===== src/rtl/led_step_ctrl.sv =====
// Running-light step controller: three debounced active-low keys drive a
// run/stop FSM, a direction flag and a 4-level speed select for a step ticker.
module led_step_ctrl #(
    parameter int unsigned DEB_CYCLES = 4,
    parameter int unsigned BASE_DIV   = 6
) (
    input  logic       clk,
    input  logic       rst,
    input  logic       key_run_n,
    input  logic       key_dir_n,
    input  logic       key_spd_n,
    output logic       step,
    output logic       dir,
    output logic       running,
    output logic [1:0] speed
);

    localparam int unsigned CW       = $clog2(8 * BASE_DIV);
    localparam logic [15:0] DEB_LAST = 16'(DEB_CYCLES - 1);

    typedef enum logic {
        STOP = 1'b0,
        RUN  = 1'b1
    } state_t;

    state_t state, state_nxt;

    // Key vectors are indexed 0 = run, 1 = dir, 2 = speed.
    logic [2:0]    key_raw;
    logic [2:0]    sync1, sync2;
    logic [2:0]    acc, acc_d;
    logic [2:0]    block;
    logic [2:0]    press;
    logic [15:0]   deb_cnt [3];
    logic [1:0]    settle;
    logic [CW-1:0] tick_cnt;
    logic [31:0]   period;
    logic          tc;

    assign key_raw = {key_spd_n, key_dir_n, key_run_n};

    // A key still held when reset ends stays blocked until it has been seen
    // released, so its forced-high-to-low transition after reset is not a press.
    always_ff @(posedge clk) begin
        if (rst) begin
            sync1  <= '1;
            sync2  <= '1;
            acc    <= '1;
            acc_d  <= '1;
            block  <= '1;
            press  <= '0;
            settle <= '0;
            for (int k = 0; k < 3; k++) deb_cnt[k] <= '0;
        end else begin
            sync1  <= key_raw;
            sync2  <= sync1;
            acc_d  <= acc;
            settle <= {settle[0], 1'b1};
            press  <= acc_d & ~acc & ~block;
            block  <= block & ~({3{settle[1]}} & acc & sync2);
            for (int k = 0; k < 3; k++) begin
                if (sync2[k] == acc[k]) begin
                    deb_cnt[k] <= '0;
                end else if (deb_cnt[k] == DEB_LAST) begin
                    acc[k]     <= sync2[k];
                    deb_cnt[k] <= '0;
                end else begin
                    deb_cnt[k] <= deb_cnt[k] + 16'd1;
                end
            end
        end
    end

    always_comb begin
        state_nxt = state;
        if (press[0]) state_nxt = (state == RUN) ? STOP : RUN;
    end

    assign running = (state == RUN);

    always_comb begin
        period = BASE_DIV << (2'd3 - speed);
        tc     = (tick_cnt == CW'(period - 32'd1));
    end

    // A speed press restarts the period; a pause landing on terminal count
    // or a period of one cycle must not produce a step.
    always_ff @(posedge clk) begin
        if (rst) begin
            state    <= STOP;
            dir      <= 1'b0;
            speed    <= 2'd0;
            tick_cnt <= '0;
            step     <= 1'b0;
        end else begin
            state <= state_nxt;
            if (press[1]) dir <= ~dir;
            if (press[2]) speed <= speed + 2'd1;
            if (press[2]) begin
                tick_cnt <= '0;
                step     <= 1'b0;
            end else if (running && tc) begin
                tick_cnt <= '0;
                step     <= ~press[0] & ~step;
            end else begin
                if (running) tick_cnt <= tick_cnt + CW'(1);
                step <= 1'b0;
            end
        end
    end

endmodule


===== config.mk =====
export PLATFORM = sky130hd
export DESIGN_NAME = led_step_ctrl
export DESIGN_NICKNAME = d
export VERILOG_FILES = /design/src/rtl/led_step_ctrl.sv
export SDC_FILE = /design/constraint.sdc
export NUM_CORES = 1
export LEC_CHECK = 0
export CAP_MARGIN = 30
export CORE_ASPECT_RATIO = 1.25
export CORE_MARGIN = 5
export CORE_UTILIZATION = 35
export CTS_CLUSTER_DIAMETER = 60
export DETAILED_ROUTE_END_ITERATION = 8
export SYNTH_ARGS = -nofsm -noshare
export SYNTH_HDL_FRONTEND = slang
export SYNTH_SLANG_ARGS = --single-unit

===== constraint.sdc =====
create_clock -name clk -period 5.3 [get_ports clk]
set_clock_uncertainty 0.1 [all_clocks]
set_input_delay 1.06 -clock clk [delete_from_list [all_inputs] [get_ports clk]]
set_output_delay 1.06 -clock clk [all_outputs]
set_load 0.01 [all_outputs]

==> impl_metrics.py <==
metrics = {
    "setup_path": {
        "crit_type": "register to output port",
        "crit_path_end_kind": "output port",
        "max_stage_delay_ns": 0.61,
        "cp_max_fo": 8,
        "path_cells": "clkdlybuf4s50_1",
        "reg2reg_slack_ns": 3.22,
        "startpoint_type": "register",
        "cp.required_ns": 4.14,
        "slowest_stage": "clkdlybuf4s50_1",
        "crit_family": "buffers and inverters",
        "cp_num_buf_inv": 1,
        "cp.arrival_ns": 1.44,
    },
    "detailed_routing": {
        "drt_iter0_drc": 95,
        "drc": 0,
        "first_pass_iters": 4,
        "routed_wl_um": 5820,
        "vias": 2501,
        "final_antenna_net_count": 0,
        "routedWlPerCell_um": 10.6,
        "viasPerCell": 4.54,
    },
    "synthesis": {
        "ys_seq_area_share_pct": 55.8,
        "synth-edff-count": 48,
        "synth-async-reset-ratio_pct": 0,
        "ys.flop_type": "edfxtp_1",
        "synth_top_area_share_pct": 39.0,
        "synthCells": 353,
        "synth.distinct_cells": 25,
        "ys_ff_latch": 79,
        "yosysWarningCount": 0,
        "synth_area_mm2": 0.00370,
        "yosys.area.top_type": "edfxtp_1",
        "yosys-top-cells-area": "edfxtp_1 (39%), dfxtp_1 (17%), xnor2_1 (12%)",
        "syn_area_per_cell_um2": 10.5,
    },
    "power": {
        "leakagePower_uw": 0.00153,
        "combPwrFrac_pct": 3.3,
        "p_per_area_mw_per_mm2": 304,
        "switching_share_pct": 20.5,
        "p_int_uw": 1060,
        "p_total_uw": 1340,
        "p_sw_uw": 274,
        "vdd_drop_max_mv": 0.231,
        "power_frac_clock_pct": 44.9,
        "pwr-share-seq_pct": 51.8,
    },
    "final_layout": {
        "antenna_cells": 0,
        "fin_nets": 427,
        "drive_gt1_share_pct": 5.73,
        "final_cells": 551,
        "fill_cells": 1011,
        "area_delta_synth_final_pct": 18.9,
    },
    "placement": {
        "routabilityCongestion": 0.781,
        "numPortBuffers": 9,
        "dpl.cell_count": 535,
        "hpwlAfterDp_um": 4110,
    },
    "clock_tree": {
        "clk_pin_slew_worst_paths_ns": 0.06,
        "clockRootBuffer": "clkbuf_16",
        "clock_sinks": 79,
        "cts_max_level": 3,
        "insertion_delay_ns": 0.33,
        "cts-buffers-inserted": 9,
        "cts_tree": "built",
        "post_cts_buffers": 0,
        "ctsLongestPathBuffers": 2,
        "cts_resized": 0,
        "cts_hold_buf": 0,
    },
    "sta": {
        "min_period_over_period_pct": 49.1,
        "fin_crit_ns": 2.60,
        "slew_headroom_pct": 53.8,
        "hold_viol_final": 0,
        "fin_setup_tns_ns": 0,
        "max_freq_ghz": 0.384,
        "rsz0062_at_grt": "no",
        "drv_slew": 0,
        "worst_slew_pin_slew_ns": 0.687,
        "finalSetupViolations": 0,
    },
    "global_route": {
        "antenna_found_initial": 0,
        "grt_max_degree": 20,
        "groute.usage.overall_pct": 10.1,
        "grt_pass1_vias": 2410,
        "grt_overflow": 0,
        "grt_pass1_wl_um": 10400,
    },
    "floorplanning": {
        "pin_count": 10,
        "die_h_um": 125,
        "core_area_mm2": 0.0105,
        "die-area_mm2": 0.0127,
        "initial_core_util_pct": 35.4,
        "die_x_um": 102,
        "std_cell_rows": 42,
    },
    "worst_hold_path": {
        "worstHoldPathType": "register to register",
    },
    "run": {
        "maxCapViolCount": 0,
    },
    "outcome": {
        "outcome": "completed",
    },
}
-- state kept, by name (all words and copies together), names as in the netlist, 3 cells and up --
register and flops:
deb_cnt 48, tick_cnt 6, acc 3, acc_d 3, block 3, press 3
sync1 3, sync2 3
-- path summary, 6_finish.rpt --
path,startpoint,end,depth (start not counted)
max reg2reg,deb_cnt[1][8],deb_cnt[1][12],4
min reg2reg,sync1[0],sync2[0],1
max,running,running,1
min,sync1[0],sync2[0],1
-- kinds of logic (layout without fill, tap and decap cells) --
kind of cell	count (synthesis)	after routing	share of synthesized area, %
multiplexers	5	5	1.35
other	1	48	0.101
flip-flops	79	79	55.8
buffers and inverters	17	36	1.73
adder cells (fa/ha/maj)	8	8	2.71
XOR/XNOR	58	58	13.7
AND/OR/NAND/NOR	182	182	24.1
AO/OA/AOI/OAI	3	3	0.541
-- metal layers --
| layer | share of wire, % | GRT usage (%) |
|---|---|---|
| met1 | 47 | 12.5 |
| met2 | 49 | 16.4 |
| met3 | 2.3 | 2.41 |
| met4 | 1.8 | 4.63 |
| met5 | 0 | 0 |
-- power groups by stage --
stage	sequential, uW	clock [uW]	combinational, uW
CTS	693	616	43.8
global route	696	649	51.1
floorplan	700	0	35.7
global placement	705	0	43.0
detailed placement	706	0	43.2
finish	693	601	44.2
-- through the flow --
step	hold slack [ns]	utilization, %	instance area, um^2	setup slack (ns)
finish	0.310	42.0	4400	2.70
global route	0.328	42.0	4400	2.55
CTS	0.311	42.0	4400	2.67
detailed placement	0.298	39.3	4110	2.34
global placement	0.293	39.3	4110	2.37
floorplan	0.289	-	3870	3.08
-- layout make-up --
class,count,area [um^2],area share (%)
clock inverters,5,47.5,1.08
well taps,132,165,3.76
clock buffers,11,243,5.52
repair buffers,9,90.1,2.05
inverters,11,41.3,0.939
multi-input cells,304,1750,39.8
flip-flops and latches,79,2060,46.9
-- synthesized netlist by cell type (5+ instances only) --
library cell  count
nand4_1          13
nor4_1           18
xnor2_1          49
nand3_1          20
edfxtp_1         48
dfxtp_1          31
or2_2             9
ha_1              8
nand2_1          25
clkbuf_1          6
nor2_1           69
xor2_1            9
inv_1            11
mux2i_1           5
nor3_1           15
-- cell usage in the layout, fill, tap and decap left out, types with 5 or more instances in the layout --
cell,n
clkdlybuf4s50_1,9
xnor2_1,49
nor3_1,15
or2_2,9
nand4_1,13
ha_1,8
clkbuf_16,9
nor2_1,69
edfxtp_1,48
nand3_1,20
nand2_1,25
conb_1,48
mux2i_1,5
dfxtp_1,31
nor4_1,18
inv_1,11
xor2_1,9
No activity file was read; power rests on OpenSTA's default activity.
==> patch (same settings) <==
Make the reset (`rst`) asynchronous in 2 clocked blocks.
--- a/src/rtl/led_step_ctrl.sv
+++ b/src/rtl/led_step_ctrl.sv
@@ -41,7 +41,7 @@
 
     // A key still held when reset ends stays blocked until it has been seen
     // released, so its forced-high-to-low transition after reset is not a press.
-    always_ff @(posedge clk) begin
+    always_ff @(posedge clk or posedge rst) begin
         if (rst) begin
             sync1  <= '1;
             sync2  <= '1;
@@ -85,7 +85,7 @@
 
     // A speed press restarts the period; a pause landing on terminal count
     // or a period of one cycle must not produce a step.
-    always_ff @(posedge clk) begin
+    always_ff @(posedge clk or posedge rst) begin
         if (rst) begin
             state    <= STOP;
             dir      <= 1'b0;
Formal check against the unedited RTL: differs if rst is asserted again (counterexample within 10 cycles, from zero or initial values and one cycle with rst high); with rst held inactive, the same outputs for 10 cycles.
==> patch against the original RTL <==
Sequential cell count stayed put; cell area is 5.5% lower; hold slack worse by 0.059 ns; worst setup slack better by 0.054 ns; synthesized area is 2.5% lower; sequential share of layout area is 1.2 points higher; non-clock buffer count is 1 higher; die area is 2.3% lower; routed wire length is 7.8% higher; register-to-register slack worse by 0.17 ns.
Power is not compared: it rests on default switching activity, and its combinational part moved more than twofold at a synthesized area within 25%.
==> patch: results (changes against the original RTL) <==
* Worst reg2reg path depth at 6 (was 4)
* Most frequent cells after synthesis: 64 x dfrtp_1, 49 x nor2_1, 26 x xnor2_1 (was 69 x nor2_1, 49 x xnor2_1, 48 x edfxtp_1)
* FF-to-FF End: tick_cnt[1] (was deb_cnt[1][12])
* GRT Total Usage at 11.3% (was 10.1%)
* First-pass GRT wire length at 11300 um (was 10400 um)
* Detail-routed via count per cell at 5.07 (was 4.54)
* Fraction of registers with async set/reset at 100% (was 0%)
* WL/cell at 12.9 um (was 10.6 um)
* CP startpoint: running (unchanged)
* Post-synth net total at 353
* Gpl congestion at 0.778 (was 0.781)
* Status: finished clean (unchanged)
* Post-DP Area at 3830 sq um (was 4110 sq um)
* Fin cells at 486 (was 551)
* Fin Hold WS at 0.250 ns (was 0.310 ns)
* Synth area leaders: dfrtp_1 44%, dfstp_2 11%, xnor2_1 6.3%, xor2_1 5.3%, nor2_1 5.1% (was edfxtp_1 39%, dfxtp_1 17%, xnor2_1 12%, nor2_1 7.0%, nor4_1 3.0%)
* Placed Cells at 470 (was 535)
* Reg-to-reg startpoint: speed[0] (was deb_cnt[1][8])
* Min-Delay Endpoint: settle[1] (was sync2[0])
* Top FF cell, synth: dfrtp_1 (was edfxtp_1)
* Worst Path Max Fanout at 8 (unchanged)
* Layout cells sized above 1 at 11.5% (was 5.73%)
* First DRT Iteration DRCs at 109 (was 95)
* Hold path depth at 0 (was 1)
* Pre-CTS setup slack at 2.65 ns (was 2.34 ns)
* Crit path time final at 2.55 ns (was 2.60 ns)
* Clock latency on the worst-skew pair at 0.33 ns (about the same)
* Worst vdd ir at 0.000186 V
* Slew @ Worst Pin at 0.848 ns (was 0.687 ns)
* Dpl hpwl at 4140 um (was 4110 um)
* R2r setup slk at 3.05 ns (was 3.22 ns)
* Yosys cell types at 39 (was 25)
* Largest net degree at the start of global routing at 51 (was 20)
* Vias in the first global route at 2478 (was 2410)
* Crit path largest cell delay at 0.59 ns (was 0.61 ns)
* Post-layout nets at 366 (was 427)
* Worst Hold Launch: settle[0] (was sync1[0])
[patch: area by class of cell]
class                   count  area [sq um]
multi-input cells         239          1530
flip-flops and latches     79          2000
fillers                   937          5950
clock buffers               9           225
well taps                 129           161
clock inverters             7          96.3
inverters                  13          50.0
repair buffers             10          97.6
[patch: routing by layer]
layer  vias to the layer above  GRT usage (%)  part of all wire [%]
li1                       1210              -                     -
met1                      1224           14.8                    47
met2                        22           17.5                    49
met3                         6           1.92                   1.7
met4                         0           6.57                   1.5
met5                         -              0                     0
[patch: report_power, final]
part	switching, W	internal [W]
clock	0.000247	0.000414
sequential	0.000108	0.000716
combinational	0.000200	0.000152
[patch: kinds of logic after synthesis]
family / Yosys count / synth area share (%)
muxes: 3 / 0.937
AOI/OAI and AO/OA: 26 / 4.55
DFF: 79 / 55.4
and+or+nand+nor: 152 / 22.0
adders and majority gates: 9 / 3.12
other: 1 / 0.104
xor gates and xnor gates: 48 / 11.7
buffers and inverters: 21 / 2.29
